**config.mk**
```make
export PLATFORM = sky130hd
export DESIGN_NAME = fixed_mult_arbiter
export DESIGN_NICKNAME = d
export VERILOG_FILES = /design/src/rtl/fixed_mult_pkg.sv /design/src/rtl/fixed_mult_pipe.sv /design/src/rtl/fixed_mult_arbiter.sv
export SDC_FILE = /design/constraint.sdc
export NUM_CORES = 2
export LEC_CHECK = 0
export CAP_MARGIN = 20
export CORE_UTILIZATION = 31
export CTS_BUF_LIST = sky130_fd_sc_hd__clkbuf_8 sky130_fd_sc_hd__clkbuf_16
export DETAILED_ROUTE_END_ITERATION = 6
export HOLD_SLACK_MARGIN = 0.12
export SLEW_MARGIN = 10
export SYNTH_ARGS = -nofsm -noshare
export SYNTH_HDL_FRONTEND = slang
export SYNTH_SLANG_ARGS = --single-unit
```
**constraint.sdc**
```tcl
create_clock -name in_clk -period 8.4 [get_ports in_clk]
set_input_delay 1.68 -clock in_clk [delete_from_list [all_inputs] [get_ports in_clk]]
set_output_delay 1.68 -clock in_clk [all_outputs]
set_load 0.05 [all_outputs]
```
**src/rtl/fixed_mult_pkg.sv**
```systemverilog
// Shared types and defaults for the round-robin fixed-point multiplier arbiter.
package fixed_mult_pkg;

  typedef enum logic [1:0] {
    IDLE = 2'd0,
    MUL1 = 2'd1,
    MUL2 = 2'd2,
    RESP = 2'd3
  } state_t;

  localparam int DEF_N = 32;
  localparam int DEF_Q = 15;

  // A single requester still needs a one-bit ID field.
  function automatic int calc_id_w(input int num_req);
    return (num_req > 1) ? $clog2(num_req) : 1;
  endfunction

endpackage

```
**src/rtl/fixed_mult_pipe.sv**
```systemverilog
// Two registered stages of the sign-magnitude fixed-point multiply.
// FIXED_MULT_SAT_EN selects saturation of the magnitude on overflow instead of wrap.
module fixed_mult_pipe
  import fixed_mult_pkg::*;
#(
  parameter int N = DEF_N,
  parameter int Q = DEF_Q
) (
  input  logic         clk,
  input  logic         rst_n,
  input  logic         stage1_en,
  input  logic         stage2_en,
  input  logic [N-1:0] a,
  input  logic [N-1:0] b,
  output logic [N-1:0] data,
  output logic         ovr
);

  localparam int MW = 2*N-2;

  logic          sign_reg;
  logic [MW-1:0] mag_reg;
  logic [N-2:0]  slice_mag;
  logic [N-2:0]  mag_next;
  logic          ovr_next;
  logic [N-1:0]  data_reg;
  logic          ovr_reg;

  always_ff @(posedge clk or negedge rst_n) begin
    if (!rst_n) begin
      sign_reg <= 1'b0;
      mag_reg  <= '0;
    end else if (stage1_en) begin
      sign_reg <= a[N-1] ^ b[N-1];
      mag_reg  <= MW'(a[N-2:0]) * MW'(b[N-2:0]);
    end
  end

  // Truncate to the Q-aligned window; anything above it is overflow.
  always_comb begin
    slice_mag = mag_reg[N-2+Q:Q];
    ovr_next  = |mag_reg[MW-1:N-1+Q];
`ifdef FIXED_MULT_SAT_EN
    mag_next  = ovr_next ? '1 : slice_mag;
`else
    mag_next  = slice_mag;
`endif
  end

  always_ff @(posedge clk or negedge rst_n) begin
    if (!rst_n) begin
      data_reg <= '0;
      ovr_reg  <= 1'b0;
    end else if (stage2_en) begin
      data_reg <= {sign_reg & (|mag_next), mag_next};
      ovr_reg  <= ovr_next;
    end
  end

  assign data = data_reg;
  assign ovr  = ovr_reg;

endmodule

```
**src/rtl/fixed_mult_arbiter.sv**
```systemverilog
// Round-robin arbiter sharing one two-stage fixed-point multiplier among NUM_REQ clients.
// Build with FIXED_MULT_SAT_EN to saturate overflowing magnitudes.
module fixed_mult_arbiter
  import fixed_mult_pkg::*;
#(
  parameter int N       = DEF_N,
  parameter int Q       = DEF_Q,
  parameter int NUM_REQ = 4,
  parameter int ID_W    = calc_id_w(NUM_REQ)
) (
  input  logic                 in_clk,
  input  logic                 in_rst_n,
  input  logic [NUM_REQ-1:0]   in_req_valid,
  output logic [NUM_REQ-1:0]   out_req_ready,
  input  logic [NUM_REQ*N-1:0] in_req_a,
  input  logic [NUM_REQ*N-1:0] in_req_b,
  output logic                 out_rsp_valid,
  input  logic                 in_rsp_ready,
  output logic [N-1:0]         out_rsp_data,
  output logic                 out_rsp_ovr,
  output logic [ID_W-1:0]      out_rsp_id
);

  state_t          state_reg, state_next;
  logic [ID_W-1:0] rr_ptr_reg, rr_ptr_next;
  logic [ID_W-1:0] id_reg, rsp_id_reg;
  logic [ID_W-1:0] grant_idx, cand;
  logic            grant_found;
  logic            accept, stage1_en, stage2_en;
  logic [N-1:0]    a_reg, b_reg;
  logic [N-1:0]    req_a [NUM_REQ];
  logic [N-1:0]    req_b [NUM_REQ];

  genvar gi;
  generate
    for (gi = 0; gi < NUM_REQ; gi++) begin : g_req
      assign req_a[gi]         = in_req_a[gi*N +: N];
      assign req_b[gi]         = in_req_b[gi*N +: N];
      assign out_req_ready[gi] = accept && (grant_idx == ID_W'(gi));
    end
  endgenerate

  // First valid requester at or above rr_ptr, wrapping around.
  always_comb begin
    grant_found = 1'b0;
    grant_idx   = '0;
    cand        = '0;
    for (int k = 0; k < NUM_REQ; k++) begin
      cand = ID_W'((int'(rr_ptr_reg) + k) % NUM_REQ);
      if (!grant_found && in_req_valid[cand]) begin
        grant_found = 1'b1;
        grant_idx   = cand;
      end
    end
    rr_ptr_next = ID_W'((int'(grant_idx) + 1) % NUM_REQ);
  end

  always_ff @(posedge in_clk or negedge in_rst_n) begin
    if (!in_rst_n) state_reg <= IDLE;
    else           state_reg <= state_next;
  end

  always_comb begin
    state_next = state_reg;
    case (state_reg)
      IDLE:    if (grant_found) state_next = MUL1;
      MUL1:    state_next = MUL2;
      MUL2:    state_next = RESP;
      RESP:    if (in_rsp_ready) state_next = IDLE;
      default: state_next = IDLE;
    endcase
  end

  // Grant strobe is held off while reset is asserted even though the FSM sits in IDLE.
  always_comb begin
    accept        = in_rst_n && (state_reg == IDLE) && grant_found;
    stage1_en     = (state_reg == MUL1);
    stage2_en     = (state_reg == MUL2);
    out_rsp_valid = (state_reg == RESP);
  end

  always_ff @(posedge in_clk or negedge in_rst_n) begin
    if (!in_rst_n) begin
      rr_ptr_reg <= '0;
      id_reg     <= '0;
      rsp_id_reg <= '0;
      a_reg      <= '0;
      b_reg      <= '0;
    end else begin
      if (accept) begin
        rr_ptr_reg <= rr_ptr_next;
        id_reg     <= grant_idx;
        a_reg      <= req_a[grant_idx];
        b_reg      <= req_b[grant_idx];
      end
      if (stage2_en) rsp_id_reg <= id_reg;
    end
  end

  fixed_mult_pipe #(.N(N), .Q(Q)) u_pipe (
    .clk       (in_clk),
    .rst_n     (in_rst_n),
    .stage1_en (stage1_en),
    .stage2_en (stage2_en),
    .a         (a_reg),
    .b         (b_reg),
    .data      (out_rsp_data),
    .ovr       (out_rsp_ovr)
  );

  assign out_rsp_id = rsp_id_reg;

endmodule

```
==> results.yml <==
outcome:
  status: "complete, no violations"
synthesis:
  yosysTopAreaCellShare_pct: 43.2
  synth_edf_count: 0
  yosys-top-cells-area: "fa_1, dfrtp_1, nand2_1"
  yosys_warnings: 0
  ys_seq_elements: 153
  synth.distinct_cells: 66
  syn-mean-instance-area_um2: 8.80
  netlist_instances: 4401
  yosysTopAreaCell: "fa_1"
  synth_fp_nets: 5761
  yosysSeqAreaShare_pct: 9.88
  yosys_most_used_dff: "dfrtp_1"
  synth_area_mm2: 0.0387
  synthArstFlopShare_pct: 100
cts:
  root_buffer: "clkbuf_16"
  cts_tree: "yes"
  path_clk_slew_ps: 80
  cts_buffers: 17
  cts_sinks: 153
  cts_buffer_depth: 2
  clock_latency_ps: 500
  cts_max_level: 4
final_layout:
  num_antenna_cells: 0
  drive_gt1_share_pct: 5.07
  n_fill_cell: 12800
  syn2layout_area_growth_pct: 14.3
  fin_nets: 5904
  largest_reg_flops: 47
drt:
  num_vias: 29600
  dr.max_layer_used: "met5"
  dr_wl_met3_mm: 5.13
  routed_via_density: 4.79
  wl_met2_mm: 58.6
  drt_iter0_markers: 1961
  wl_per_cell_um: 18.4
  drc: 0
  drtAntennaViolNets: 0
  wl_met1_mm: 45.2
  routed_wl_mm: 114
  drt_first_pass_iters: 5
floorplanning:
  dieArea_mm2: 0.126
  die_h_um: 356
  fp.coreArea_mm2: 0.124
  ios: 303
  initial_core_util_pct: 31.3
  num_rows: 129
  fp.dieW_um: 356
timing:
  slew_viol_final: 0
  fin_tns_setup_ps: 0
  rsz0062_at_grt: "no"
  finalHoldViolCount: 0
  setup_ws_ps: 322
  tightest_slew_ps: 1030
  period_share_pct: 96.2
  relSlewSlack_pct: 30.9
  fin_crit_ps: 8080
  max_freq_mhz: 124
  setup_viol: 0
  fin_skew_ps: 22.2
grt:
  grt_max_degree: 93
  grt-ovfl-total: 0
  antenna_found_initial: 5
  grt_pass1_vias: 31100
  grt_pass1_wl_mm: 180
  grt_usage_pct: 18.5
setup_path:
  worst_path_most_repeated_cell: "fa_1"
  worstSetupEndpointType: "flop"
  crit_type: "reg2reg"
  crit_chain: "buf_4 > and2_1 > fa_1 > inv_1 > fa_1 > fa_1 > fa_1 > inv_1 > fa_1 > fa_1 > fa_1 > fa_1 > ha_1 > a21oi_1 > o21ai_0 > nor2_1 > or4b_1 > o211ai_1 > buf_4 > nand4_1 > a311oi_1 > xnor2_1 > mux2_2"
  slowest_stage: "dfrtp_1"
  arrival_ps: 8460
  crit_required_ps: 8780
  crit_path_max_fanout: 18
  slowest_delay_ps: 750
  crit_path_start_kind: "flop"
job:
  drv_cap: 0
placed_design:
  dpl.hpwl_mm: 97.1
  gp_congestion: 0.899
  port_buffers: 302
  place_ws_ps: 78.3
hold_path:
  hold_class: "reg2reg"
[per-layer routing]
layer  up-vias  track usage (%)
li1      13400                -
met1     15300             23.2
met2       732             31.7
met3       195             2.55
met4         8             7.75
met5         -                0
[worst paths after layout]
path,startpoint,endpoint,cells past startpoint,slack [ps]
min reg2reg,id_reg[1],id_reg[1],2,480
max in group asynchronous,in_rst_n,b_reg[5],3,5170
max,b_reg[11],u_pipe.mag_reg[57],23,320
max reg2reg,b_reg[11],u_pipe.mag_reg[57],23,320
min,id_reg[1],id_reg[1],2,480
min in group asynchronous,in_rst_n,a_reg[1],1,1140
[synthesized netlist by cell type, drive strengths merged (3+ instances only)]
master / n
nor3b: 3
o21ai: 170
mux2: 63
dfrtp: 153
a211oi: 7
o21bai: 9
nor2b: 11
nand2: 902
a311oi: 3
o21a: 7
nor3: 11
or3: 7
nor4: 14
or4: 3
fa: 836
nor2: 27
a21oi: 84
a21o: 22
clkbuf: 274
a31oi: 7
xnor2: 23
buf: 6
ha: 261
o211ai: 9
and3: 8
nand4: 30
nand2b: 6
xor2: 17
o31ai: 6
nand3: 79
and2: 507
inv: 799
[through the flow]
stage | cell area, µm² | hold slack, ps | cells | utilization, %
2_1_floorplan | 38700 | 444 | 4401 | -
3_3_place_gp | 43600 | 456 | 6159 | 35.2
3_5_place_dp | 43600 | 468 | 6159 | 35.2
4_1_cts | 44200 | 486 | 6191 | 35.7
5_1_grt | 44300 | 508 | 6194 | 35.8
6_report | 44300 | 483 | 6194 | 35.8
[logic make-up (layout without fill, tap and decap cells)]
| group | Yosys count | count (layout) | share of synthesized area, % |
|---|---|---|---|
| compound gates | 350 | 350 | 5.32 |
| flops | 153 | 153 | 9.88 |
| simple gates | 1617 | 1617 | 19.9 |
| xor+xnor | 40 | 40 | 0.904 |
| mux | 64 | 64 | 1.86 |
| buf+inv | 1080 | 1236 | 10.5 |
| fa+ha+maj | 1097 | 1097 | 51.6 |
[worst max-delay path, delay by kind of cell, from the launching register on]
kind	cells	cell delay [ps]
compound gates	4	910
flops	1	750
xor+xnor	1	100
simple gates	4	1010
fa+ha+maj	9	4270
mux	1	260
buf+inv	4	660
[cells in the final DEF (no fill, tap or decap), types with 10 or more instances in the layout]
cell | Yosys | final
a21o_1 | 22 | 22
a21oi_1 | 84 | 84
and2_1 | 507 | 507
buf_4 | 0 | 97
clkbuf_16 | 0 | 17
clkdlybuf4s50_1 | 0 | 301
dfrtp_1 | 153 | 138
dfrtp_2 | 0 | 15
fa_1 | 836 | 836
ha_1 | 261 | 259
inv_1 | 799 | 798
mux2_2 | 63 | 63
nand2_1 | 901 | 901
nand3_1 | 79 | 78
nand4_1 | 29 | 29
nor2_1 | 27 | 27
nor2b_1 | 11 | 11
nor3_1 | 11 | 10
nor4_1 | 14 | 14
o21ai_0 | 167 | 166
xnor2_1 | 23 | 23
xor2_1 | 17 | 17
[repair_timing]
| action | CTS | global route |
|---|---|---|
| setup buffers | 0 | 1 |
| endpoints found under the setup margin | 0 | 16 |
| gates resized for setup | 0 | 17 |
| hold buffers | 0 | 0 |
| hold endpoints to repair | 0 | 0 |
[cell type report]
| type | count | area, µm² | share of cell area, % |
|---|---|---|---|
| Clock inverter | 15 | 203 | 0.458 |
| Tap cell | 1637 | 2050 | 4.63 |
| Sequential cell | 153 | 3850 | 8.69 |
| Clock buffer | 17 | 425 | 0.961 |
| Inverter | 800 | 3000 | 6.79 |
| Timing Repair Buffer | 404 | 3850 | 8.69 |
| Multi-Input combinational cell | 3168 | 30900 | 69.8 |
Power is not shown: default switching activity piles up to over one toggle a cycle in this logic, so the estimate is an artifact.
